===== src/rtl/spi_dual_slave_system.sv =====
// SPI mode-3 master with two internal slaves (echo, complement echo).
// Ports: clk, rst, lev, i_TX_DV_M, i_TX_Byte_M, SPI_Code in;
//   o_TX_Ready_M, o_RX_DV_M, o_RX_Byte_M out.
//   SPI_DBG_PORTS_EN adds o_SPI_Clk, o_SPI_MOSI, o_SPI_MISO, o_SPI_CS_n.
`timescale 1ns/1ps
module spi_dual_slave_system #(
  parameter int SPI_MODE          = 3,
  parameter int CLKS_PER_HALF_BIT = 4,
  parameter int DATABITS          = 8,
  parameter int SPI_SIZE          = 2,
  parameter int SS_SIZE           = 2
) (
  input  logic                clk,
  input  logic                rst,
  input  logic                lev,
  input  logic                i_TX_DV_M,
  input  logic [DATABITS-1:0] i_TX_Byte_M,
  input  logic [SPI_SIZE-1:0] SPI_Code,
  output logic                o_TX_Ready_M,
  output logic                o_RX_DV_M,
  output logic [DATABITS-1:0] o_RX_Byte_M
`ifdef SPI_DBG_PORTS_EN
  ,
  output logic                o_SPI_Clk,
  output logic                o_SPI_MOSI,
  output logic                o_SPI_MISO,
  output logic [SS_SIZE-1:0]  o_SPI_CS_n
`endif
);

  localparam logic CPOL = (SPI_MODE >= 2);
  localparam int HW =
    (CLKS_PER_HALF_BIT > 1) ? $clog2(CLKS_PER_HALF_BIT) : 1;
  localparam int EW = $clog2(2 * DATABITS);
  localparam logic [HW-1:0] HC_MAX = HW'(CLKS_PER_HALF_BIT - 1);
  localparam logic [EW-1:0] EC_MAX = EW'(2 * DATABITS - 1);

  typedef enum logic [1:0] {
    IDLE,
    CS_SETUP,
    SHIFT,
    DONE
  } state_t;

  state_t state, state_nx;

  logic                sclk;
  logic                mosi;
  logic                miso;
  logic [SS_SIZE-1:0]  cs_n;
  logic [SS_SIZE-1:0]  s_miso;
  logic [HW-1:0]       hc;
  logic [EW-1:0]       ec;
  logic [DATABITS-1:0] tx_sh;
  logic [DATABITS-1:0] rx_sh;
  logic [SPI_SIZE-1:0] code_q;
  logic                accept;
  logic                half_end;

  assign o_TX_Ready_M = (state == IDLE);
  assign accept       = o_TX_Ready_M & lev & i_TX_DV_M;
  assign half_end     = (state == SHIFT) && (hc == HC_MAX);

  always_ff @(posedge clk or posedge rst) begin
    if (rst) begin
      state <= IDLE;
    end else begin
      state <= state_nx;
    end
  end

  always_comb begin
    state_nx = state;
    unique case (state)
      IDLE:     if (accept) state_nx = CS_SETUP;
      CS_SETUP: state_nx = SHIFT;
      SHIFT:    if (half_end && ec == EC_MAX) state_nx = DONE;
      DONE:     state_nx = IDLE;
      default:  state_nx = IDLE;
    endcase
  end

  always_ff @(posedge clk or posedge rst) begin
    if (rst) begin
      sclk        <= CPOL;
      mosi        <= 1'b0;
      hc          <= '0;
      ec          <= '0;
      tx_sh       <= '0;
      rx_sh       <= '0;
      code_q      <= '0;
      o_RX_DV_M   <= 1'b0;
      o_RX_Byte_M <= '0;
    end else begin
      o_RX_DV_M <= 1'b0;
      unique case (state)
        IDLE: begin
          if (accept) begin
            tx_sh  <= i_TX_Byte_M;
            code_q <= SPI_Code;
            mosi   <= i_TX_Byte_M[DATABITS-1];
            hc     <= '0;
            ec     <= '0;
          end
        end
        SHIFT: begin
          if (half_end) begin
            hc   <= '0;
            ec   <= ec + 1'b1;
            sclk <= ~sclk;
            if (sclk) begin
              // first falling edge keeps the MSB set up in CS_SETUP
              if (ec != '0) begin
                tx_sh <= tx_sh << 1;
                mosi  <= tx_sh[DATABITS-2];
              end
            end else begin
              rx_sh <= {rx_sh[DATABITS-2:0], miso};
            end
          end else begin
            hc <= hc + 1'b1;
          end
        end
        DONE: begin
          o_RX_DV_M   <= 1'b1;
          o_RX_Byte_M <= rx_sh;
        end
        default: ;
      endcase
    end
  end

  always_comb begin
    cs_n = '1;
    if (state != IDLE) begin
      for (int i = 0; i < SS_SIZE; i++) begin
        if (code_q == SPI_SIZE'(1 << i)) cs_n[i] = 1'b0;
      end
    end
  end

  // undriven bus floats high through the pull-up
  always_comb begin
    miso = 1'b1;
    for (int i = 0; i < SS_SIZE; i++) begin
      if (!cs_n[i]) miso = s_miso[i];
    end
  end

  for (genvar g = 0; g < SS_SIZE; g++) begin : g_slave
    localparam bit INV = (g % 2) == 1;

    logic [DATABITS-1:0] hold;
    logic [DATABITS-1:0] tx_s;
    logic [DATABITS-1:0] rx_s;
    logic                cs_q;
    logic                clk_q;
    logic                first;
    logic                sel;
    logic                rise;
    logic                fall;

    assign sel  = ~cs_n[g];
    assign rise = sel & ~clk_q & sclk;
    assign fall = sel & clk_q & ~sclk;

    always_ff @(posedge clk or posedge rst) begin
      if (rst) begin
        hold  <= '0;
        tx_s  <= '0;
        rx_s  <= '0;
        cs_q  <= 1'b1;
        clk_q <= 1'b1;
        first <= 1'b0;
      end else begin
        cs_q  <= cs_n[g];
        clk_q <= sclk;
        if (sel && cs_q) begin
          tx_s  <= INV ? ~hold : hold;
          first <= 1'b1;
        end else if (fall) begin
          if (first) first <= 1'b0;
          else       tx_s  <= tx_s << 1;
        end
        if (rise) rx_s <= {rx_s[DATABITS-2:0], mosi};
        if (!sel && !cs_q) hold <= rx_s;
      end
    end

    assign s_miso[g] = tx_s[DATABITS-1];
  end

`ifdef SPI_DBG_PORTS_EN
  assign o_SPI_Clk  = sclk;
  assign o_SPI_MOSI = mosi;
  assign o_SPI_MISO = miso;
  assign o_SPI_CS_n = cs_n;
`endif

endmodule


===== config.mk =====
export PLATFORM = sky130hd
export DESIGN_NAME = spi_dual_slave_system
export DESIGN_NICKNAME = d
export VERILOG_FILES = /design/src/rtl/spi_dual_slave_system.sv
export SDC_FILE = /design/constraint.sdc
export NUM_CORES = 1
export LEC_CHECK = 0
export BUFFER_PORTS_ARGS = -buffer_cell sky130_fd_sc_hd__buf_2
export CAP_MARGIN = 30
export CORE_ASPECT_RATIO = 0.75
export CORE_UTILIZATION = 50
export DETAILED_ROUTE_END_ITERATION = 6
export PLACE_DENSITY = 0.68
export SLEW_MARGIN = 20
export SYNTH_ARGS = -nofsm -noshare
export SYNTH_HDL_FRONTEND = slang
export SYNTH_SLANG_ARGS = --single-unit
export TNS_END_PERCENT = 10

===== constraint.sdc =====
create_clock -name clk -period 2.9 [get_ports clk]
set_input_delay 0 -clock clk [delete_from_list [all_inputs] [get_ports clk]]
set_output_delay 0 -clock clk [all_outputs]
set_load 0.1 [all_outputs]

# After elaboration in Yosys (flattened, before gate mapping)
# Cells that the tools add are included.
# Widths: inputs -> output; s select.
[op_classes]
addsub = 2
n_reduce_logical = 23
muxes = 35
n_bitwise = 15
eq_ne = 14
[op_table]
columns = ["op", "n"]
rows = [
  ["$mux 8", 6],
  ["$mux 7", 4],
  ["$pmux 7 s2", 1],
  ["$mux 1", 13],
  ["$reduce_and 2->1", 6],
  ["$and 1x1->1", 10],
  ["$mux 2", 5],
  ["$ne 2x1->1 const B", 5],
  ["$eq 2x2->1 const B", 4],
  ["$mux 4", 2],
  ["$not 8->8", 1],
  ["$pmux 2 s4", 1],
  ["$pmux 4 s2", 1],
  ["$reduce_bool 2->1", 4],
  ["$logic_and 1x1->1", 6],
  ["$reduce_and 3->1", 2],
  ["$reduce_and 5->1", 1],
  ["$add 4x1->4 const B", 1],
  ["$eq 2x1->1 const B", 2],
  ["$eq 4x4->1 const B", 1],
  ["$ne 2x2->1 const B", 2],
  ["$not 1->1", 4],
  ["$pmux 2 s2", 1],
  ["$reduce_bool 4->1", 1],
  ["4 further kinds", 5],
]
[word_totals]
reg_bits = 89
out_inout_bits = 10

# Longest topological paths before layout
[logic_depth]
depth_word = 8
mapped_depth = 8

# Least setup slack after synthesis
# OpenSTA, ideal clock, no wires.
[synth_timing]
path_type = "reg2reg"
startpoint = "register state[0]"
endpoint = "register mosi"
setup_ns = 0.125
path_slack_ns = 0.084
stages_incl_launch_ff = 7
required_ns = 2.775
period_less_slack_ns = 2.816
t_arrival_ns = 2.691
cell_sequence = "dfrtp_1 inv_1 ha_1 buf_4 nand3_1 a2111oi_4 mux2_2"
[synth_via]
elab_chain_len = 5
word_cells_on_any_way = 12
[synth_lines]
columns = ["element", "line_no", "text"]
rows = [
  ["start: declaration", "45", "state_t state, state_nx;"],
  ["start signal: assignment", "68", "state <= state_nx;"],
  ["$logic_not 2->1 *", "60", "assign o_TX_Ready_M = (state == IDLE);"],
  ["named net o_TX_Ready_M", "19", "output logic o_TX_Ready_M,"],
  ["$and 1x1->1 (2 in series)", "61", "assign accept = o_TX_Ready_M & lev & i_TX_DV_M;"],
  ["$ne 2x1->1 (no source line)", "n/a", ""],
  ["$reduce_and 5->1 (no source line)", "n/a", ""],
  ["end signal: assignment", "101", "mosi <= i_TX_Byte_M[DATABITS-1];"],
  ["end signal: assignment", "115", "mosi <= tx_sh[DATABITS-2];"],
  ["end: declaration", "48", "logic mosi;"],
]
# Mark *: on every way through the listed nets, which the timed path passes. The rest lies on a longest branch.
# A chain may end at the register's enable or synchronous reset.

# Final worst setup path
[layout_timing]
startpoint = "register state[0]"
endpoint = "register tx_sh[5]"
[layout_via]
elab_chain_len = 5
word_cells_on_any_way = 12
[layout_lines]
columns = ["element", "line_no", "text"]
rows = [
  ["$logic_not 2->1", "60, 96", ""],
  ["$and 1x1->1 (2 in series)", "61", ""],
  ["$ne 2x1->1 (no source line)", "n/a", ""],
  ["$reduce_and 5->1 (no source line)", "n/a", ""],
  ["end signal: assignment", "99", "tx_sh <= i_TX_Byte_M;"],
  ["end signal: assignment", "114", "tx_sh <= tx_sh << 1;"],
  ["end: declaration", "54", "logic [DATABITS-1:0] tx_sh;"],
]
# Several ways; a longest one is shown, not always the timed one.

==> flow_summary.yaml <==
run_status:
  outcome: "finished clean"
synth:
  syn_area_um2: 3931
  synth_area_leaders: "dfrtp_1, mux2_2, o21ai_0, dfstp_2, ha_1"
  synth_cell_type_count: 39
  yosysTopAreaCell: "dfrtp_1"
  synth_cells: 304
  yosys_warnings: 0
  ys.flop_type: "dfrtp_1"
  synth_edf_count: 0
  seq_area_frac_synth_pct: 56.78
  synthesis.nets: 326
  ys_ff_latch: 89
  synth_top_area_share_pct: 54.11
  synthArstFlopShare_pct: 100.0
  avgSynthCellArea_um2: 12.93
cts:
  h-tree-depth: 3
  cts.sinks: 89
  clk_latency_ns: 0.35
  cts.reportedPaths.clkPinSlew_ns: 0.09
  cts_tree: "done"
  ctsResizeCount: 0
  numCtsBuffers: 9
  root_buffer: "clkbuf_8"
  ctsLongestPathBuffers: 2
setup_path:
  arrival_ns: 2.70
  cp.required_ns: 3.14
  end_kind: "register"
  crit_type: "reg2reg"
  max_stage_delay_ns: 0.67
  r2r_end: "tx_sh[5]$_DFFE_PP0P_"
  worstSetupStartpointType: "register"
  r2r_slack_ns: 0.44
  reg2reg_from: "state[0]$_DFFE_PP0P_"
  ff2ff_path_depth: 5
  slowest_stage: "a2111oi_4"
  crit_fanout: 13
  crit_path_cell_trace: "inv_1 -> ha_1 -> nand3_1 -> a2111oi_4 -> mux2_2"
pwr:
  p_leak_nw: 2.042
  ir_worst_vdd_uv: 531.1
  cellPowerDensity_nw_per_um2: 1040
sta:
  fmax_mhz: 405.7
  setup_viol: 0
  slew_violations: 0
  fin_hold_ws_ns: 0.03738
  setup_ws_ns: 0.4351
  tightest_slew_ns: 0.8831
  min_period_ns: 2.465
  finalClockSkew_ns: 0.01376
  final_hold_viol_count: 0
  finalSetupTns_ns: 0
  grt_setup_unrepaired: "false"
  relSlewSlack_pct: 41.00
  fin_crit_sh_pct: 84.99
floorplanning:
  dieWidth_um: 104.4
  io_pins: 24
  initial_core_util_pct: 52.66
  row_count: 27
  dieArea_um2: 8225
  core_um2: 7466
  die_height_um: 78.79
global_route:
  grt_pass1_vias: 2351
  grt_max_degree: 49
  grt_use_total_pct: 18.39
  antenna_found_initial: 0
  overflow: 0
  grt_pass1_wl_mm: 11.72
hold_path:
  hold_path.class: "in2reg"
  hold_depth: 3
  holdPathEnd: "mosi$_DFFE_PP0P_"
  holdCritStartpoint: "i_TX_Byte_M[7]"
drt:
  post_drt_wl_per_cell_um: 15.18
  ant_nets: 0
  drc: 0
  detail_route.vias_per_cell: 5.413
  drtPass1Iterations: 4
  num_vias: 2398
  drt_iter0_drc: 118
  wirelength_mm: 6.725
placement:
  hpwl_mm: 4.479
  globalplace.congestion: 0.8143
  dp_slack_ns: 0.4870
  io_buffers: 23
finish:
  drive_gt1_share_pct: 34.50
  final_common_cell: "dfrtp_1"
  syn2layout_area_growth_pct: 14.04
  layout_common_cells: "dfrtp_1, mux2_2, buf_2"
  fin_nets: 359
  utilization_pct: 60.05
  antenna_cells: 0
flow_run:
  cap_violations: 0
## where the power goes
group	internal (mW)	total, mW	switching [mW]
clock	0.493	0.944	0.451
sequential	1.67	1.95	0.276
combinational	0.771	1.77	0.999
## flip-flops by register name, indices dropped and copies added (netlist names)
register,flops
g_slave.first,2
code_q,2
g_slave.rx_s,16
g_slave.tx_s,16
o_RX_Byte_M,8
g_slave.clk_q,1
tx_sh,7
o_RX_DV_M,1
g_slave.hold,16
g_slave.cs_q,2
ec,4
hc,2
mosi,1
state,2
sclk,1
rx_sh,8
## stage by stage
stage / total power [mW] / cells / area [µm²]
3_3_place_gp: 3.667 / 416 / 4150
2_1_floorplan: 3.358 / 304 / 3931
4_1_cts: 4.708 / 442 / 4473
3_5_place_dp: 3.727 / 416 / 4150
5_1_grt: 4.988 / 443 / 4483
6_report: 4.661 / 443 / 4483
## worst max path at each step
stage                               from                    to  slack, ns  cells past startpoint
finish              state[0]$_DFFE_PP0P_  tx_sh[5]$_DFFE_PP0P_       0.44                      5
global route        state[0]$_DFFE_PP0P_  tx_sh[5]$_DFFE_PP0P_       0.31                      5
CTS                 state[0]$_DFFE_PP0P_  tx_sh[5]$_DFFE_PP0P_       0.45                      5
detailed placement  state[0]$_DFFE_PP0P_  tx_sh[5]$_DFFE_PP0P_       0.49                      5
global placement    state[0]$_DFFE_PP0P_  tx_sh[2]$_DFFE_PP0P_       0.60                      5
floorplan           state[0]$_DFFE_PP0P_      mosi$_DFFE_PP0P_       0.08                      6
## layer usage
layer / part of all wire, % / vias up / GRT usage [%]
met5: 0 / - / 0
met4: 1.5 / 0 / 6.000
met3: 3.6 / 9 / 6.158
met2: 41 / 48 / 25.56
met1: 54 / 1179 / 26.87
li1: - / 1162 / -
## area by class of cell
cell class	count	area, µm²
sequential	89	2232
timing repair buffer	38	267.8
inverter	16	61.31
fill	598	2983
multi-input combinational	183	1573
tap	101	126.4
clock buffer	9	123.9
clock inverter	7	98.84
## synth_stat cells, types with 4 or more instances
library cell / instances
nor2_1: 8
inv_1: 16
nand2_1: 7
nor2b_1: 6
a22oi_1: 7
ha_1: 8
a41oi_1: 7
dfrtp_1: 85
mux2i_1: 4
o21ai_0: 22
o31a_1: 7
a21oi_1: 9
clkbuf_1: 12
nand3b_1: 4
mux2_2: 65
dfstp_2: 4
## cells by family after synthesis
kind of cell	after synthesis	share of synthesized area, %
buffers and inverters	32	3.214
muxes	69	19.64
AOI/OAI and AO/OA	61	10.76
DFF	89	56.78
xor gates and xnor gates	1	0.2228
and+or+nand+nor	44	6.843
adders and majority gates	8	2.546
## repair_timing
item | CTS | global route
endpoints found under the hold margin | 46 | 1
setup buffers | 0 | 0
hold buffers | 10 | 1
setup endpoints to repair | 0 | 0
## worst max-delay path: cells and delay by family, from the launching register on
| family | cells | cell delay, ns |
|---|---|---|
| AOI/OAI and AO/OA | 1 | 0.67 |
| adders and majority gates | 1 | 0.41 |
| buffers and inverters | 1 | 0.14 |
| DFF | 1 | 0.41 |
| muxes | 1 | 0.41 |
| and+or+nand+nor | 1 | 0.29 |
No activity file was read; power rests on OpenSTA's default activity.
